## config.mk

```make
export PLATFORM = sky130hd
export DESIGN_NAME = div_req_sequencer
export DESIGN_NICKNAME = d
export VERILOG_FILES = /design/src/rtl/div_pkg.sv /design/src/rtl/div_op_fifo.sv /design/src/rtl/div_req_sequencer.sv
export SDC_FILE = /design/constraint.sdc
export NUM_CORES = 1
export LEC_CHECK = 0
export CORE_UTILIZATION = 25
export CTS_CLUSTER_SIZE = 24
export DETAILED_ROUTE_END_ITERATION = 10
export GPL_TIMING_DRIVEN = 0
export HOLD_SLACK_MARGIN = 0.03
export PLACE_DENSITY = 0.46
export SLEW_MARGIN = 30
export SYNTH_ARGS = -nofsm -noshare
export SYNTH_HDL_FRONTEND = slang
export SYNTH_HIERARCHICAL = 1
export SYNTH_SLANG_ARGS = --single-unit
export TNS_END_PERCENT = 1
```

## constraint.sdc

```tcl
create_clock -name clk -period 3.6 [get_ports clk]
set_clock_uncertainty 0.05 [all_clocks]
set_input_delay 0.72 -clock clk [delete_from_list [all_inputs] [get_ports clk]]
set_output_delay 0.72 -clock clk [all_outputs]
set_load 0.05 [all_outputs]
```

## src/rtl/div_pkg.sv

```systemverilog
// Shared state type and bus-field constants for the divider request sequencer.
// Latency: none (definitions only).
// Backpressure: none (definitions only).
package div_pkg;

  typedef enum logic [1:0] {
    IDLE  = 2'd0,
    ISSUE = 2'd1,
    WAIT  = 2'd2,
    HOLD  = 2'd3
  } div_state_t;

  // Default operand width; the divider buses are twice this wide.
  localparam int W_DEF = 8;

  // Half selectors for the 2W-wide buses: a field is [HALF*W +: W].
  // valori   = {dividend, divisor}
  // rezultat = {quotient, remainder}
  localparam int HI_HALF = 1;
  localparam int LO_HALF = 0;

  // Quotient reported for error results; sliced down to W bits where used.
  localparam logic [63:0] ERR_Q = '1;

endpackage

```

## src/rtl/div_op_fifo.sv

```systemverilog
// Synchronous operand FIFO, DW wide and DEPTH deep, with an occupancy count.
// Latency: a pushed entry is visible at pop_dat on the cycle after the push.
// Backpressure: pushes while full and pops while empty are dropped internally.
module div_op_fifo #(
  parameter int DW    = 16,
  parameter int DEPTH = 4
) (
  input  logic                       clk,
  input  logic                       rst,
  input  logic                       push,
  input  logic [DW-1:0]              push_dat,
  input  logic                       pop,
  output logic [DW-1:0]              pop_dat,
  output logic [$clog2(DEPTH+1)-1:0] count
);

  localparam int PW = $clog2(DEPTH);
  localparam int CW = $clog2(DEPTH+1);

  logic [DW-1:0] mem [DEPTH];
  logic [PW-1:0] wr_ptr;
  logic [PW-1:0] rd_ptr;
  logic          do_push;
  logic          do_pop;

  assign do_push = push && (count != CW'(DEPTH));
  assign do_pop  = pop && (count != '0);
  assign pop_dat = mem[rd_ptr];

  // Pointers wrap naturally because DEPTH is a power of two.
  always_ff @(posedge clk or posedge rst) begin
    if (rst) begin
      wr_ptr <= '0;
      rd_ptr <= '0;
      count  <= '0;
    end else begin
      if (do_push) wr_ptr <= wr_ptr + PW'(1);
      if (do_pop)  rd_ptr <= rd_ptr + PW'(1);
      case ({do_push, do_pop})
        2'b10:   count <= count + CW'(1);
        2'b01:   count <= count - CW'(1);
        default: count <= count;
      endcase
    end
  end

  // Storage array; contents are don't-care until written.
  always_ff @(posedge clk) begin
    if (do_push) mem[wr_ptr] <= push_dat;
  end

endmodule

```

## src/rtl/div_req_sequencer.sv

```systemverilog
// Feeds operand pairs from a FIFO to the divider one request at a time; results return in order.
// Latency: pop, ISSUE, divider latency, +1 to register; a zero divisor answers 1 cycle after the pop.
// Backpressure: op_ready low while the FIFO is full; results wait in HOLD for res_ready. Option: DIV_TIMEOUT_EN.
module div_req_sequencer
  import div_pkg::*;
#(
  parameter int W       = W_DEF,
  parameter int DEPTH   = 4,
  parameter int TIMEOUT = 64
) (
  input  logic                       clk,
  input  logic                       reset,
  input  logic                       op_valid,
  output logic                       op_ready,
  input  logic [W-1:0]               op_dividend,
  input  logic [W-1:0]               op_divisor,
  output logic                       div_req,
  output logic [2*W-1:0]             div_valori,
  input  logic                       div_ack,
  input  logic [2*W-1:0]             div_rezultat,
  output logic                       res_valid,
  input  logic                       res_ready,
  output logic [W-1:0]               res_quotient,
  output logic [W-1:0]               res_remainder,
  output logic                       res_err,
  output logic                       busy,
  output logic [$clog2(DEPTH+1)-1:0] fifo_count
);

  localparam int  CW        = $clog2(DEPTH+1);
  localparam bit  PARAMS_OK = (W >= 1) && (W <= 64) && (DEPTH >= 2) &&
                              ((DEPTH & (DEPTH - 1)) == 0) && (TIMEOUT >= 1);

  if (!PARAMS_OK) begin : g_bad_params
    $error("div_req_sequencer: W must be 1..64, DEPTH a power of two >= 2, TIMEOUT >= 1");
  end

  div_state_t     state;
  logic           fifo_push;
  logic           fifo_pop;
  logic [2*W-1:0] head_dat;
  logic [W-1:0]   head_dividend;
  logic [W-1:0]   head_divisor;

  // Full blocks pushes even when a pop happens in the same cycle.
  assign op_ready      = (fifo_count != CW'(DEPTH));
  assign fifo_push     = op_valid && op_ready;
  assign fifo_pop      = (state == IDLE) && (fifo_count != '0);
  assign head_dividend = head_dat[HI_HALF*W +: W];
  assign head_divisor  = head_dat[LO_HALF*W +: W];
  assign busy          = (state != IDLE);

  div_op_fifo #(
    .DW    (2*W),
    .DEPTH (DEPTH)
  ) u_fifo (
    .clk      (clk),
    .rst      (reset),
    .push     (fifo_push),
    .push_dat ({op_dividend, op_divisor}),
    .pop      (fifo_pop),
    .pop_dat  (head_dat),
    .count    (fifo_count)
  );

`ifdef DIV_TIMEOUT_EN
  localparam int TW = $clog2(TIMEOUT+1);
  logic [TW-1:0] wait_cnt;
  logic          wait_expired;
  // The current WAIT cycle is the TIMEOUT-th one without an ack.
  assign wait_expired = (wait_cnt == TW'(TIMEOUT - 1));
`endif

  // Request/response sequencer; every output here is registered.
  always_ff @(posedge clk or posedge reset) begin
    if (reset) begin
      state         <= IDLE;
      div_req       <= 1'b0;
      div_valori    <= '0;
      res_valid     <= 1'b0;
      res_quotient  <= '0;
      res_remainder <= '0;
      res_err       <= 1'b0;
`ifdef DIV_TIMEOUT_EN
      wait_cnt      <= '0;
`endif
    end else begin
      div_req <= 1'b0;
      case (state)
        IDLE: begin
          if (fifo_count != '0) begin
            if (head_divisor == '0) begin
              // Answer a zero divisor locally; the divider never sees it.
              state         <= HOLD;
              res_valid     <= 1'b1;
              res_quotient  <= ERR_Q[W-1:0];
              res_remainder <= head_dividend;
              res_err       <= 1'b1;
            end else begin
              state      <= ISSUE;
              div_req    <= 1'b1;
              div_valori <= head_dat;
            end
          end
        end
        ISSUE: begin
          state <= WAIT;
`ifdef DIV_TIMEOUT_EN
          wait_cnt <= '0;
`endif
        end
        WAIT: begin
          if (div_ack) begin
            state         <= HOLD;
            res_valid     <= 1'b1;
            res_quotient  <= div_rezultat[HI_HALF*W +: W];
            res_remainder <= div_rezultat[LO_HALF*W +: W];
            res_err       <= 1'b0;
          end
`ifdef DIV_TIMEOUT_EN
          else if (wait_expired) begin
            state         <= HOLD;
            res_valid     <= 1'b1;
            res_quotient  <= ERR_Q[W-1:0];
            res_remainder <= '0;
            res_err       <= 1'b1;
          end else begin
            wait_cnt <= wait_cnt + TW'(1);
          end
`endif
        end
        HOLD: begin
          if (res_ready) begin
            state     <= IDLE;
            res_valid <= 1'b0;
          end
        end
        default: state <= IDLE;
      endcase
    end
  end

endmodule

```

-- Yosys cells after proc, flatten, opt, wreduce, memory -nomap -nowiden
Memory sizes are Yosys's and may differ from the RTL's.
Index checks and enable logic that the tools add are counted.
- bits in registers: 44
- memory bits (writable): 64
- input bits: 37
- output and inout port bits: 40
- word-level logic and storage cells: 67
- memories kept: 1
- memory list (name ; words ; width ; rd ports ; clocked after memory_dff ; write ports ; RTL line ; RTL):
    u_fifo.mem ; 4 ; 16 ; 1 ; 0 ; 1 ; div_op_fifo.sv:20 ; logic [DW-1:0] mem [DEPTH];
- $add $sub $neg: 4
- equal/unequal tests: 10
- muxes and demuxes: 26
- bitwise logic cells: 1
- reduce and logical (&&, ||, !) cells: 15
- operators with widths (kind ; count):
    2-to-1 mux 8 bit ; 6
    case mux 8 bit (2 select lines) ; 2
    2-to-1 mux 1 bit ; 10
    zero test 8 bit ; 1
    2-to-1 mux 2 bit ; 4
    case mux 2 bit (4 select lines) ; 1
    == test 2 bit, second input constant ; 3
    case mux 3 bit (2 select lines) ; 1
    AND reduction 3 bit ; 2
    nonzero test 2 bit ; 3
    nonzero test 3 bit ; 2
    AND reduction 5 bit ; 1
    adder 2 x 1 -> 2 bit, second input constant ; 2
    == test 2 x 1 -> 1 bit, second input constant ; 2
    logical AND 1 bit ; 4
    != test 2 x 1 -> 1 bit, second input constant ; 2
    != test 2 bit, second input constant ; 2
    AND reduction 4 bit ; 1
    adder 3 x 1 -> 3 bit, second input constant ; 1
    != test 3 bit, second input constant ; 1
    case mux 1 bit (3 select lines) ; 1
    subtractor 3 x 1 -> 3 bit, second input constant ; 1
    zero test 2 bit ; 1
    case mux 1 bit (2 select lines) ; 1
    inverter 1 bit ; 1

-- Longest topological paths before layout
- word-level depth: 5
- depth in mapped cells: 12
- gate-level depth less buffers: 12

-- Hierarchy
Netlist, hierarchy kept.
- by module, submodules not included (module ; times used ; cells an instance ; area an instance (sq um) ; sequential area each (sq um)):
    div_op_fifo ; 1 ; 121 ; 2777.7 ; 2097.0
    div_req_sequencer ; 1 ; 115 ; 1619.1 ; 925.9

-- Least setup slack after synthesis
OpenSTA, ideal clock, no wires.
- kind: flip-flop to flip-flop
- from: reg u_fifo.rd_ptr[0]
- to: reg res_remainder[0]
- arrival: 2.748 ns
- required time: 3.425 ns
- slack: 0.677 ns
- stages on the path, launching flop included: 9
- buffers on the path: 3
- clock period less this slack: 2.923 ns
- cell sequence: dfrtp_1 -> buf_6 -> buf_12 -> mux4_2 -> or4_1 -> o31a_1 -> nor3_4 -> buf_6 -> mux2_4
- cells in the longest elaborated chain, start to end: 4
- elaborated cells between the ends (all ways): 7
- ends and longest elaborated chain (item ; RTL line ; RTL):
    from (decl) ; div_op_fifo.sv:22 ; logic [PW-1:0] rd_ptr;
    from (signal assigned) ; div_op_fifo.sv:38 ; if (do_pop) rd_ptr <= rd_ptr + PW'(1);
    memory read (4 x 16 bit) ; - ;
    net head_dat[3] ; div_req_sequencer.sv:41 ; logic [2*W-1:0] head_dat;
    zero test 8 bit ; div_req_sequencer.sv:92 ; if (head_divisor == '0) begin
    != test 2 x 1 -> 1 bit (no line) ; - ;
    AND reduction 4 bit (no line) ; - ;
    to (signal assigned) ; div_req_sequencer.sv:97 ; res_remainder <= head_dividend;
    to (signal assigned) ; div_req_sequencer.sv:117 ; res_remainder <= div_rezultat[LO_HALF*W +: W];
    to (decl) ; div_req_sequencer.sv:24 ; output logic [W-1:0] res_remainder,
The timed path passes the listed nets, and every way through them passes these cells. The select of a mux whose other input is x is not followed.
A chain may end at the register's enable or synchronous reset.

-- Worst setup path after layout
- from: reg u_fifo.rd_ptr[1]
- to: reg res_remainder[0]
Same word-level chain as after synthesis.

==> metrics.md <==
| Metric | Value |
|---|---|
| Outcome | `completed` |
| Number of remaining DRC errors | `0` |
| Post-Syn Area | `4397 sq um` |
| Rel. slew slack | `0.3962` |
| Wirelength per Cell | `16.63 um` |
| Peak Freq | `301.9 MHz` |
| Synth area leaders | `edfxtp_1 44%, dfrtp_1 25%, mux2_2 8.2%, mux4_1 4.8%, mux4_2 4.1%` |
| Most instantiated library cell after synthesis | `edfxtp_1` |
| Routed vias | `2318` |
| Leakage power | `2.136 nW` |
| Flop-to-flop setup slack | `290 ps` |
| RSZ-0062 raised after global routing | `false` |
| Yosys warns | `6` |
| Max Transition Viols Final | `0` |
| Hold-critical path depth | `1` |
| Die area | `18120 sq um` |
| WL final | `9212 um` |
| CTS Hold Buffers Added | `0` |
| First-pass GRT wire length | `14250 um` |
| Post-layout util | `0.3397` |
| DP HPWL | `6463 um` |
| GR Overflow Total | `0` |
| I/O Buffers | `76` |
| CP max FO | `10` |
| Vias in the first global route | `2470` |
| Top cell type by total area after synthesis | `edfxtp_1` |
| Final non-filler cell total | `554` |
| Net count, final | `371` |
| Setup TNS | `0 ps` |
| HP Class | `reg2reg` |
| Post-CTS sizing | `0` |
| Layout area overhead | `33.18%` |
| Worst r2r dst | `res_remainder[0]` |
| IO Count | `77` |
| CTS tree | `yes` |
| Area after DPL | `5459 sq um` |
| Worst Setup End Kind | `register` |
| Clock Latency Late Sink | `350 ps` |
| CTS sink count | `108` |
| Drt pass-1 iters | `4` |
| CTS Buffer Depth | `2` |
| Commonest cells in the netlist | `64 x edfxtp_1, 44 x dfrtp_1, 32 x mux2_2, 15 x inv_1, 9 x ha_1` |
| Ys flop type | `edfxtp_1` |
| Power Density | `1027 nW/um^2` |
| CP Launch Type | `register` |
| Yosys reg bits | `108` |
| Synth async-reset ratio | `0.4074` |
| Rows | `48` |
| Netlist cell types | `33` |
| Final instance area | `5856 sq um` |
| Setup WS pre-CTS | `224.8 ps` |
| Antenna Violating Nets Remaining | `0` |
| CP endpoint | `res_remainder[0]` |
| Setup ws final | `287.9 ps` |
| DIE WIDTH | `134.6 um` |
| Number of DRC markers in iteration 0 | `113` |
| Arr. time, crit path | `3500 ps` |
| Synth top area share | `0.4371` |
| Final min period | `3312 ps` |
| Root Driver | `clkbuf_16` |
| Cell count after synthesis | `236` |
| Kind of critical path | `reg2reg` |
| Worst R2R Path Depth | `8` |
| Starting Density | `0.2551` |
| Avg Inst Size Synth | `18.63 sq um` |
| Vias per cell | `4.184` |
| Layout cells sized above 1 | `0.2280` |
| Die Ht | `134.6 um` |
| Max-cap violations | `0` |
| Post-CTS Setup Bufs | `0` |
| GRT Overall Usage | `0.1088` |
| Clock slew at reported path FFs | `70 ps` |
| Post-synth EDFFs | `64` |
| Initial antenna violation count | `1` |
| Final period utilization | `0.9200` |
| Pin count of the biggest net entering global routing | `28` |
| TritonCTS buffer count | `9` |
| Core area | `17240 sq um` |
| Final Hold Viols | `0` |
| H-tree Lvls | `3` |
| GPL Wtd Cong | `0.7276` |
| Peak supply drop | `0.4141 mV` |
| CP Data Required Time | `3790 ps` |
| N_diodes | `0` |
| Syn_nets | `283` |
| Reg-to-Reg Start | `u_fifo/rd_ptr[1]` |
| Seq/Total Area, Yosys | `0.6875` |
| Dpl cells | `538` |
| Slew @ Worst Pin | `905.7 ps` |
| Final setup vio count | `0` |
| Crit path from | `u_fifo/rd_ptr[1]` |
## metal layers
| layer | global-route usage | vias to the layer above | wire, um |
|---|---|---|---|
| met5 | 0 | - | 0 |
| met4 | 0.05618 | 0 | 214 |
| met3 | 0.02515 | 12 | 444 |
| met2 | 0.1744 | 56 | 4404 |
| met1 | 0.1375 | 1174 | 4148 |
| li1 | - | 1076 | - |
## logic make-up after synthesis
group / after synthesis / share of synthesized area
and+or+nand+nor: 22 / 0.02960
adders and majority gates: 10 / 0.03017
xor gates and xnor gates: 6 / 0.01195
AOI/OAI and AO/OA: 17 / 0.03529
buffers and inverters: 22 / 0.02675
muxes: 51 / 0.1787
DFF: 108 / 0.6875
## report_power, final
part | leakage (nW) | switching (mW) | internal [mW]
registers | 1.08 | 0.187 | 1.74
clock network | 0.192 | 0.456 | 0.828
logic | 0.862 | 1.64 | 1.16
total | 2.14 | 2.29 | 3.73
## stage by stage
| step | power, mW | hold WS (ps) |
|---|---|---|
| 2_1_floorplan | 3.914 | 473.4 |
| 3_3_place_gp | 4.778 | 426.0 |
| 3_5_place_dp | 4.817 | 431.4 |
| 4_1_cts | 6.123 | 448.5 |
| 5_1_grt | 6.354 | 468.5 |
| 6_report | 6.015 | 438.2 |
## critical path, cell delays in order, from the launching register on
cell and delay, ps:
dfrtp_1 320, buf_2 210, buf_2 320, mux4_2 360, or4_1 630, o31a_1 360, nor3_4 420, buf_6 230
mux2_4 300
## cell usage in the layout (no fill, tap or decap), types with 2 or more instances in the layout
master            n
nand2_1           2
bufinv_16         5
buf_12            2
ha_1              9
and2_1            4
inv_1            14
xnor2_1           3
or4_1             2
o22a_1            2
nor2_1            7
edfxtp_1         64
o22a_2            6
mux2i_1           2
dfrtp_1          44
clkdlybuf4s50_1  76
o31a_1            2
clkbuf_16         9
mux4_1            8
buf_2             3
xor2_1            3
a21oi_1           3
nor3_1            2
buf_6             2
mux2_2           32
mux4_2            8
## how the worst min path moves through the flow
| stage | from | endpoint | slack [ps] |
|---|---|---|---|
| floorplan | reset | u_fifo/count[0] | 470 |
| global placement | res_err | res_err | 430 |
| detailed placement | res_err | res_err | 430 |
| CTS | res_err | res_err | 450 |
| global route | res_err | res_err | 470 |
| finish | res_err | res_err | 440 |
## sequential cells by signal, indices dropped and copies added, names as in the netlist
signal,count
div_req,1
div_valori,16
res_err,1
res_quotient,8
res_remainder,8
res_valid,1
state,2
u_fifo/count,3
u_fifo/mem,64
u_fifo/rd_ptr,2
u_fifo/wr_ptr,2
## layout make-up
class,count,area (sq um)
sequential,108,3023
timing repair buffer,77,780.7
multi-input combinational,106,1257
fill,1616,11380
clock inverter,7,170.2
clock buffer,9,225.2
tap,225,281.5
buffer,7,61.31
inverter,15,56.30
Power figures use the tool's default switching activity.
